===== src/rtl/axis_write_data_if.sv =====
// Signal bundle for axis_write_data: config handshake, upstream word stream
// and the AXI write-data channel.
interface axis_write_data_if #(
  parameter int CFG_DWIDTH     = 32,
  parameter int AXI_DATA_WIDTH = 64,
  parameter int DATA_WIDTH     = 32
);
  logic [CFG_DWIDTH-1:0]       cfg_length;
  logic                        cfg_val;
  logic                        cfg_rdy;
  logic [DATA_WIDTH-1:0]       data;
  logic                        valid;
  logic                        ready;
  logic [AXI_DATA_WIDTH-1:0]   axi_wdata;
  logic [AXI_DATA_WIDTH/8-1:0] axi_wstrb;
  logic                        axi_wlast;
  logic                        axi_wvalid;
  logic                        axi_wready;

  modport slave (
    input  cfg_length, cfg_val, data, valid, axi_wready,
    output cfg_rdy, ready, axi_wdata, axi_wstrb, axi_wlast, axi_wvalid
  );

  modport master (
    output cfg_length, cfg_val, data, valid, axi_wready,
    input  cfg_rdy, ready, axi_wdata, axi_wstrb, axi_wlast, axi_wvalid
  );
endinterface


===== src/rtl/axis_write_data.sv =====
// Packs stream words into AXI write-data beats, one transfer per queued
// config length, with wlast at every burst boundary and at the final beat.
module axis_write_data #(
  parameter int BUF_CFG_AWIDTH = 5,
  parameter int CFG_DWIDTH     = 32,
  parameter int AXI_DATA_WIDTH = 64,
  parameter int DATA_WIDTH     = 32,
  parameter int BURST_BEATS    = 16
) (
  input logic              clk,
  input logic              rst,
  axis_write_data_if.slave bus
);
  localparam int R     = AXI_DATA_WIDTH / DATA_WIDTH;
  localparam int LOG2R = $clog2(R);
  localparam int LW    = (R > 1) ? LOG2R : 1;
  localparam int SW    = DATA_WIDTH / 8;
  localparam int BW    = $clog2(BURST_BEATS + 1);
  localparam int DEPTH = 1 << BUF_CFG_AWIDTH;

  typedef enum logic [3:0] {
    CONFIG = 4'b0001,
    SET    = 4'b0010,
    ACTIVE = 4'b0100,
    DRAIN  = 4'b1000
  } state_t;

  state_t state_q, state_d;

  logic [CFG_DWIDTH-1:0]       fifo_mem_q [DEPTH];
  logic [BUF_CFG_AWIDTH-1:0]   wr_ptr_q, wr_ptr_d, rd_ptr_q, rd_ptr_d;
  logic [BUF_CFG_AWIDTH:0]     count_q, count_d;
  logic [CFG_DWIDTH-1:0]       len_q, len_d;
  logic [CFG_DWIDTH-1:0]       word_rem_q, word_rem_d, beat_rem_q, beat_rem_d;
  logic [LW-1:0]               lane_q, lane_d;
  logic [BW-1:0]               burst_q, burst_d;
  logic [AXI_DATA_WIDTH-1:0]   wdata_q, wdata_d;
  logic [AXI_DATA_WIDTH/8-1:0] wstrb_q, wstrb_d;
  logic                        wvalid_q, wvalid_d, wlast_q, wlast_d;

  logic push, pop, fifo_empty, stream_ready;
  logic word_acc, beat_acc, last_word, beat_full;

  assign fifo_empty = (count_q == '0);
  assign push       = bus.cfg_val && bus.cfg_rdy;
  assign word_acc   = bus.valid && stream_ready;
  assign beat_acc   = wvalid_q && bus.axi_wready;
  assign last_word  = (word_rem_q == CFG_DWIDTH'(1));
  assign beat_full  = (int'(lane_q) == R - 1);

  always_ff @(posedge clk or posedge rst) begin
    if (rst) state_q <= CONFIG;
    else     state_q <= state_d;
  end

  always_comb begin
    state_d = state_q;
    unique case (state_q)
      CONFIG:  if (!fifo_empty) state_d = SET;
      SET:     state_d = (len_q == '0) ? CONFIG : ACTIVE;
      ACTIVE:  if (word_acc && last_word) state_d = DRAIN;
      DRAIN:   if (beat_acc) state_d = CONFIG;
      default: state_d = CONFIG;
    endcase
  end

  // Upstream is stalled whenever a packed beat is waiting on the AXI side.
  always_comb begin
    pop            = (state_q == CONFIG) && !fifo_empty;
    stream_ready   = (state_q == ACTIVE) && (word_rem_q != '0) && !wvalid_q;
    bus.cfg_rdy    = (count_q != (BUF_CFG_AWIDTH+1)'(DEPTH));
    bus.ready      = stream_ready;
    bus.axi_wdata  = wdata_q;
    bus.axi_wstrb  = wstrb_q;
    bus.axi_wlast  = wlast_q;
    bus.axi_wvalid = wvalid_q;
  end

  always_ff @(posedge clk) begin
    if (push) fifo_mem_q[wr_ptr_q] <= bus.cfg_length;
  end

  always_comb begin
    wr_ptr_d   = wr_ptr_q;
    rd_ptr_d   = rd_ptr_q;
    count_d    = count_q + (BUF_CFG_AWIDTH+1)'(push) - (BUF_CFG_AWIDTH+1)'(pop);
    len_d      = len_q;
    word_rem_d = word_rem_q;
    beat_rem_d = beat_rem_q;
    lane_d     = lane_q;
    burst_d    = burst_q;
    wdata_d    = wdata_q;
    wstrb_d    = wstrb_q;
    wvalid_d   = wvalid_q;
    wlast_d    = wlast_q;

    if (push) wr_ptr_d = wr_ptr_q + 1'b1;
    if (pop) begin
      rd_ptr_d = rd_ptr_q + 1'b1;
      len_d    = fifo_mem_q[rd_ptr_q];
    end

    // Beat count is ceil(len / R); R is a power of two so this is a shift plus remainder test.
    if (state_q == SET) begin
      word_rem_d = len_q;
      beat_rem_d = (len_q >> LOG2R) + CFG_DWIDTH'(|(len_q & CFG_DWIDTH'(R - 1)));
      lane_d     = '0;
      burst_d    = '0;
    end

    if (beat_acc) begin
      wvalid_d = 1'b0;
      wlast_d  = 1'b0;
      wdata_d  = '0;
      wstrb_d  = '0;
    end

    if (word_acc) begin
      wdata_d[int'(lane_q)*DATA_WIDTH +: DATA_WIDTH] = bus.data;
      wstrb_d[int'(lane_q)*SW +: SW]                 = '1;
      word_rem_d = word_rem_q - CFG_DWIDTH'(1);
      if (beat_full || last_word) begin
        wvalid_d   = 1'b1;
        lane_d     = '0;
        beat_rem_d = beat_rem_q - CFG_DWIDTH'(1);
        if ((beat_rem_q == CFG_DWIDTH'(1)) || (burst_q == BW'(BURST_BEATS - 1))) begin
          wlast_d = 1'b1;
          burst_d = '0;
        end else begin
          burst_d = burst_q + BW'(1);
        end
      end else begin
        lane_d = lane_q + LW'(1);
      end
    end
  end

  always_ff @(posedge clk or posedge rst) begin
    if (rst) begin
      wr_ptr_q   <= '0;
      rd_ptr_q   <= '0;
      count_q    <= '0;
      len_q      <= '0;
      word_rem_q <= '0;
      beat_rem_q <= '0;
      lane_q     <= '0;
      burst_q    <= '0;
      wdata_q    <= '0;
      wstrb_q    <= '0;
      wvalid_q   <= 1'b0;
      wlast_q    <= 1'b0;
    end else begin
      wr_ptr_q   <= wr_ptr_d;
      rd_ptr_q   <= rd_ptr_d;
      count_q    <= count_d;
      len_q      <= len_d;
      word_rem_q <= word_rem_d;
      beat_rem_q <= beat_rem_d;
      lane_q     <= lane_d;
      burst_q    <= burst_d;
      wdata_q    <= wdata_d;
      wstrb_q    <= wstrb_d;
      wvalid_q   <= wvalid_d;
      wlast_q    <= wlast_d;
    end
  end
endmodule


===== src/flat_wrapper.sv =====
// flat-port wrapper written by rule: the top's interface ports become plain ports
module axis_write_data_flat 
#(
  parameter int BUF_CFG_AWIDTH = 5,
  parameter int CFG_DWIDTH     = 32,
  parameter int AXI_DATA_WIDTH = 64,
  parameter int DATA_WIDTH     = 32,
  parameter int BURST_BEATS    = 16
)
  (clk, rst, bus_cfg_length, bus_cfg_val, bus_data, bus_valid, bus_axi_wready, bus_cfg_rdy, bus_ready, bus_axi_wdata, bus_axi_wstrb, bus_axi_wlast, bus_axi_wvalid);
  axis_write_data_if #(.CFG_DWIDTH(CFG_DWIDTH), .AXI_DATA_WIDTH(AXI_DATA_WIDTH), .DATA_WIDTH(DATA_WIDTH)) bus_i ();
  input logic clk;
  input logic rst;
  input wire logic [$bits(bus_i.cfg_length)-1:0] bus_cfg_length;
  input wire logic [$bits(bus_i.cfg_val)-1:0] bus_cfg_val;
  input wire logic [$bits(bus_i.data)-1:0] bus_data;
  input wire logic [$bits(bus_i.valid)-1:0] bus_valid;
  input wire logic [$bits(bus_i.axi_wready)-1:0] bus_axi_wready;
  output wire logic [$bits(bus_i.cfg_rdy)-1:0] bus_cfg_rdy;
  output wire logic [$bits(bus_i.ready)-1:0] bus_ready;
  output wire logic [$bits(bus_i.axi_wdata)-1:0] bus_axi_wdata;
  output wire logic [$bits(bus_i.axi_wstrb)-1:0] bus_axi_wstrb;
  output wire logic [$bits(bus_i.axi_wlast)-1:0] bus_axi_wlast;
  output wire logic [$bits(bus_i.axi_wvalid)-1:0] bus_axi_wvalid;
  assign bus_i.cfg_length = bus_cfg_length;
  assign bus_i.cfg_val = bus_cfg_val;
  assign bus_i.data = bus_data;
  assign bus_i.valid = bus_valid;
  assign bus_i.axi_wready = bus_axi_wready;
  assign bus_cfg_rdy = bus_i.cfg_rdy;
  assign bus_ready = bus_i.ready;
  assign bus_axi_wdata = bus_i.axi_wdata;
  assign bus_axi_wstrb = bus_i.axi_wstrb;
  assign bus_axi_wlast = bus_i.axi_wlast;
  assign bus_axi_wvalid = bus_i.axi_wvalid;
  axis_write_data #(.BUF_CFG_AWIDTH(BUF_CFG_AWIDTH), .CFG_DWIDTH(CFG_DWIDTH), .AXI_DATA_WIDTH(AXI_DATA_WIDTH), .DATA_WIDTH(DATA_WIDTH), .BURST_BEATS(BURST_BEATS)) u_core (.clk(clk), .rst(rst), .bus(bus_i));
endmodule

===== config.mk =====
export PLATFORM = sky130hd
export DESIGN_NAME = axis_write_data_flat
export DESIGN_NICKNAME = d
export VERILOG_FILES = /design/src/rtl/axis_write_data_if.sv /design/src/rtl/axis_write_data.sv /design/src/flat_wrapper.sv
export SDC_FILE = /design/constraint.sdc
export NUM_CORES = 2
export LEC_CHECK = 0
export CAP_MARGIN = 20
export CORE_MARGIN = 5
export CORE_UTILIZATION = 45
export DETAILED_ROUTE_END_ITERATION = 8
export MAX_ROUTING_LAYER = met4
export PLACE_DENSITY = 0.72
export SYNTH_ARGS = -nofsm -noshare
export SYNTH_HDL_FRONTEND = slang
export SYNTH_SLANG_ARGS = --single-unit

===== constraint.sdc =====
create_clock -name clk -period 14.3 [get_ports clk]
set_clock_uncertainty 0.05 [all_clocks]
set_input_delay 4.29 -clock clk [delete_from_list [all_inputs] [get_ports clk]]
set_output_delay 4.29 -clock clk [all_outputs]
set_load 0.02 [all_outputs]

## Word-level counts from Yosys, hierarchy flattened

Memories as Yosys holds them, arrays and structs flattened. A register that Yosys moved wholly into a read port is not among the register bits.
Index checks and enable logic that the tools add are counted.
W data, S select, Z words.

- Add/subtract/negate cells: 11
- Multipliers: 0
- Div/mod/pow operators: 0
- Magnitude comparators: 0
- Eq/ne operators: 11
- Shifts and indexed selects: 4
- Muxes and demuxes: 32
- Bitwise gates (word level): 0
- Reductions and logical operators: 16

Operators with widths:

| operator | number |
|---|---|
| $mux W32 | 5 |
| $mux W64 | 2 |
| $bwmux W64 | 1 |
| $eq A32 B1 Y1 const B | 2 |
| $shift A32 B33 Y64 const A | 1 |
| $shiftx A32 B33 Y64 | 1 |
| $sub A32 B1 Y32 const B | 2 |
| $neg A3 Y33 | 1 |
| $neg A6 Y33 | 1 |
| $shift A4 B33 Y8 const A | 1 |
| $shiftx A4 B33 Y8 const A | 1 |
| $add A31 B1 Y32 | 1 |
| $logic_not A32 Y1 | 1 |
| $reduce_bool A32 Y1 | 1 |
| $mux W5 | 4 |
| $mux W8 | 2 |
| $pmux W4 S4 | 1 |
| $add A5 B1 Y5 const B | 3 |
| $mux W1 | 12 |
| $mux W4 | 3 |
| $bwmux W8 | 1 |
| $logic_and A1 B1 Y1 | 7 |
| $add A6 B1 Y6 | 1 |
| $logic_not A6 Y1 | 1 |
| 15 further kinds | 18 |

- Register bits after elaboration: 164
- Bits in latches: 0
- Memory bits (writable): 1,024
- Memory bits (read-only): 0
- Bits of input ports: 69
- Output and inout port bits: 76
- Word-level logic and storage cells: 87
- Memories kept: 1

Memories:

| memory | words | bits a word | read ports | clocked after memory_dff | wr ports | RTL line | source |
|---|---|---|---|---|---|---|---|
| u_core.fifo_mem_q | 32 | 32 | 1 | 1 | 1 | axis_write_data.sv:30 | `logic [CFG_DWIDTH-1:0] fifo_mem_q [DEPTH];` |

## Logic depth before layout (Yosys ltp)

- Depth in word-level cells: 7
- Depth in mapped cells: 14
- Depth with buffers taken out: 14

## Worst setup path before layout

No wires, ideal clock.

- Kind: input to register
- Start point: in bus_cfg_val
- End point: mem u_core.fifo_mem_q[31][0] (enable)
- Library setup time: 421 ps
- Arrival: 6,314 ps
- Required time: 13,829 ps
- Slack: 7,515 ps
- Stages: 4
- Buffers on the path: 1
- Path through: and2_1 -> clkbuf_1 -> nand2_1 -> nor2_1

- Cells in the longest elaborated chain, start to end: 3

Ends and longest elaborated chain:

| item | RTL line | source |
|---|---|---|
| start: declaration | flat_wrapper.sv:15 | `input wire logic [$bits(bus_i.cfg_val)-1:0] bus_cfg_val;` |
| $logic_and A1 B1 Y1 | axis_write_data.sv:45 | `assign push = bus.cfg_val && bus.cfg_rdy;` |
| net u_core.push | axis_write_data.sv:41 | `logic push, pop, fifo_empty, stream_ready;` |
| $mux W1 | axis_write_data.sv:80 | `if (push) fifo_mem_q[wr_ptr_q] <= bus.cfg_length;` |
| $mux W1 (implied by the code) | axis_write_data.sv:80 |  |
| end: declaration | axis_write_data.sv:30 |  |

The timed path passes the listed nets, and every way through them passes these cells.

## Worst setup path in the final report

- Start point: reg u_core.word_rem_q[16]
- End point: out bus_ready

- Cells in the longest elaborated chain, start to end: 3

Ends and longest elaborated chain:

| item | RTL line | source |
|---|---|---|
| start: declaration | axis_write_data.sv:34 | `logic [CFG_DWIDTH-1:0] word_rem_q, word_rem_d, beat_rem_q, beat_rem_d;` |
| start signal: assignment | axis_write_data.sv:157 | `word_rem_q <= word_rem_d;` |
| $reduce_bool A32 Y1 | axis_write_data.sv:70 | `stream_ready = (state_q == ACTIVE) && (word_rem_q != '0) && !wvalid_q;` |
| $logic_and A1 B1 Y1 (2 in series) | axis_write_data.sv:70 |  |
| end: declaration | flat_wrapper.sv:20 | `output wire logic [$bits(bus_i.ready)-1:0] bus_ready;` |

No other way between the ends.

==> summary.txt <==
Status
  – Status: completed

Routing
  – ANT nets after route: 0
  – Routed WL: approximately 110000 um
  – Via count: about 26000
  – Drt via density: approximately 5.9
  – DRC: 0
  – Avg WL per Cell: about 26 um
  – Drt pass-1 iters: 5
  – DR iter-0 viols: roughly 2700

Clock tree
  – CTS root buffer: clkbuf_16
  – Hold buffers post-CTS: 0
  – CTS tree: built
  – CTS Buf Count: ~120
  – Clock transition at the registers of the reported paths: around 0.060 ns
  – H-tree Lvls: 3
  – Clock Latency Late Sink: 0.70 ns
  – Postcts setup bufs: 0
  – CTS resizes: 0
  – Clock buffer depth: 3
  – Clk sinks: approximately 1200

Place
  – Hpwl dp: 65600 um
  – RD Place Congestion: 0.813
  – Port Buf Inserts: between 100 and 150
  – Pre-CTS setup slack: slightly below 7 ns

Setup path
  – Crit path cell chain: nor4_1 > and4_1 > a21oi_1 > clkdlybuf4s50_1
  – Buf/Inv on CP: 1
  – Critical Path AT: about 2.8 ns
  – WS Path Type: register to primary output
  – Largest delay share family, worst path: simple AND/OR/NAND/NOR gates
  – Largest fanout on the critical path: 6
  – Worst Path Required: around 10 ns
  – Worst setup EP type: primary output
  – CP max stage delay: 0.59 ns
  – Crit path launch type: register
  – Crit-path slowest cell: clkdlybuf4s50_1

Power and ir drop
  – Pwr dens: around 170 nW/um2
  – P_leak: between 15 and 20 nW
  – VDD IR-drop max: roughly 0.12 mV

Layout
  – Layout cells sized above 1: roughly 19%
  – # nets final: 2979
  – Layout area overhead: 15.8%

STA
  – Crit path time final: 7.17 ns
  – PnR worst setup slack: 7.13 ns
  – Least-Margin Pin Slew: 1.11 ns
  – TNS Setup: 0 ns
  – Fmax: ~140 MHz
  – Fin. max-slew vios: 0
  – Final Hold Viols: 0
  – RSZ-0062 raised after global routing: no
  – Period utilization: between 50% and 60%
  – Final setup violating endpoints: 0
  – Worst rel slew slack: about 26%

Die
  – Core ar.: approximately 110000 um2
  – Core Rows: 120
  – Die Width: 338 um
  – Die ar.: between 100000 and 150000 um2
  – Die H: ~340 um
  – Initial Utilization: a little under half
  – IO Pins: approximately 150

Synthesis
  – Post-synth EDFFs: 1024
  – Synth area leader: edfxtp_1
  – Syn_nets: ~2800
  – Yosys cell types: 75
  – Synth top area cells: edfxtp_1, mux4_2, dfrtp_1, o22ai_1, nand2_1
  – Post-synthesis register bit count: 1220
  – Avg Synthesized Cell Area: about 18 um2
  – Top-count cell post-synth: edfxtp_1
  – Most used flip-flop cell after synthesis: edfxtp_1
  – Post-synthesis cell area: between 40000 and 50000 um2
  – Yosys Warn Count: 0
  – Post-Syn Instances: about 2700
  – Share of the synthesized area in the top cell type: 63.6%
  – Post-synth top cells: edfxtp_1, mux4_2, dfrtp_1
  – Async set or reset register ratio after synthesis: between 15 and 20%
  – Sequential element share of the synthesized area: about three quarters

Run
  – Max-cap viol count: 0

Worst hold path
  – Worst min path class: register to register

Global route
  – GRT Overall Usage: between 20% and 30%
  – Initial antenna violation count: 3
  – First-pass GRT wire length: 170000 um
  – Global route overflow: 0
  – Number of global-route vias before repair: 25800
  – Largest net degree at the start of global routing: 125
==> where the power goes <==
group | switching [mW] | internal [mW] | leakage (nW) | total, mW
Clock | 1.31 | 1.69 | 1.82 | 3.00
Sequential | 0.245 | 4.22 | 11.5 | 4.47
Combinational | 1.20 | 0.958 | 5.18 | 2.16
Total | 2.76 | 6.87 | 18.5 | 9.63
==> area by class of cell <==
class / instances / area [um2]
fill: 8355 / 51000
tap: 1403 / 1760
antenna: 2 / 5.00
multi-input combinational: 1254 / 12000
clock buffer: 146 / 3080
timing repair buffer: 227 / 2550
clock inverter: 70 / 658
sequential: 1220 / 35700
inverter: 67 / 259
==> layer usage <==
layer	track usage (%)	up-vias	share of wire, %
met3	3.82	177	8.4
met1	27.5	13400	40
met4	4.54	0	2.1
met2	32.9	1198	49
li1	-	11300	-
met5	-	-	0
==> cells by family (layout without fill, tap and decap cells) <==
kind of cell,Yosys count,after routing,share of synthesized area (%)
other cells,0,2,0
fa+ha+maj,24,24,0.637
xor+xnor,35,35,0.634
simple gates,536,536,5.76
flops,1220,1220,73.8
compound gates,401,401,5.24
mux,258,258,12.0
buf+inv,225,510,1.97
==> cell usage in the layout (no fill, tap or decap), drive strengths merged, types with 24 or more instances in the layout <==
cell,instances
nand2,179
clkdlybuf4s50,144
inv,72
mux4,256
o21ai,126
nand3,70
nor2,94
nor3,28
clkinv,53
dfrtp,195
or4,37
a21oi,38
edfxtp,1024
nor4,29
nand4,24
buf,79
clkbuf,150
o22ai,134
==> flip-flops by register name, indices dropped and copies added, names as in the netlist, 4 cells and up <==
signal,cells
u_core.fifo_mem_q,1024
u_core.bus.axi_wdata,64
u_core.beat_rem_q,32
u_core.len_q,32
u_core.word_rem_q,32
u_core.bus.axi_wstrb,8
u_core.count_q,6
u_core.burst_q,5
u_core.rd_ptr_q,5
u_core.wr_ptr_q,5
u_core.state_q,4
==> path summary, 6_finish.rpt <==
kind | from | endpoint | slack [ns] | cells after the start
setup / recovery | u_core.word_rem_q[16]$_DFFE_PP0P_ | bus_ready | 7.13 | 4
hold / removal | u_core.bus.axi_wstrb[6]$_DFF_PP0_ | u_core.bus.axi_wstrb[6]$_DFF_PP0_ | 0.42 | 2
setup reg to reg | u_core.rd_ptr_q[1]$_DFFE_PP0P_ | u_core.len_q[9]$_DFFE_PP0P_ | 10.27 | 6
hold reg to reg | u_core.bus.axi_wstrb[6]$_DFF_PP0_ | u_core.bus.axi_wstrb[6]$_DFF_PP0_ | 0.42 | 2
max in group asynchronous | rst | u_core.word_rem_q[24]$_DFFE_PP0P_ | 8.52 | 3
min in group asynchronous | rst | u_core.bus.axi_wdata[10]$_DFF_PP0_ | 4.11 | 2
==> per-stage QoR <==
step	area, um2	hold WS [ns]	power [mW]	instances	util, %
floorplan	48300	0.399	5.90	2699	-
global placement	51500	0.409	6.64	4142	48.2
detailed placement	51600	0.413	6.69	4147	48.3
CTS	55400	0.428	9.67	4363	51.8
global route	55900	0.439	10.0	4389	52.3
finish	55900	0.421	9.63	4389	52.3
==> worst min-delay path: cells and delay by family (launching register included) <==
kind          cells  cell delay (ns)
simple gates      2             0.10
flops             1             0.34
No activity file was read; power rests on OpenSTA's default activity.
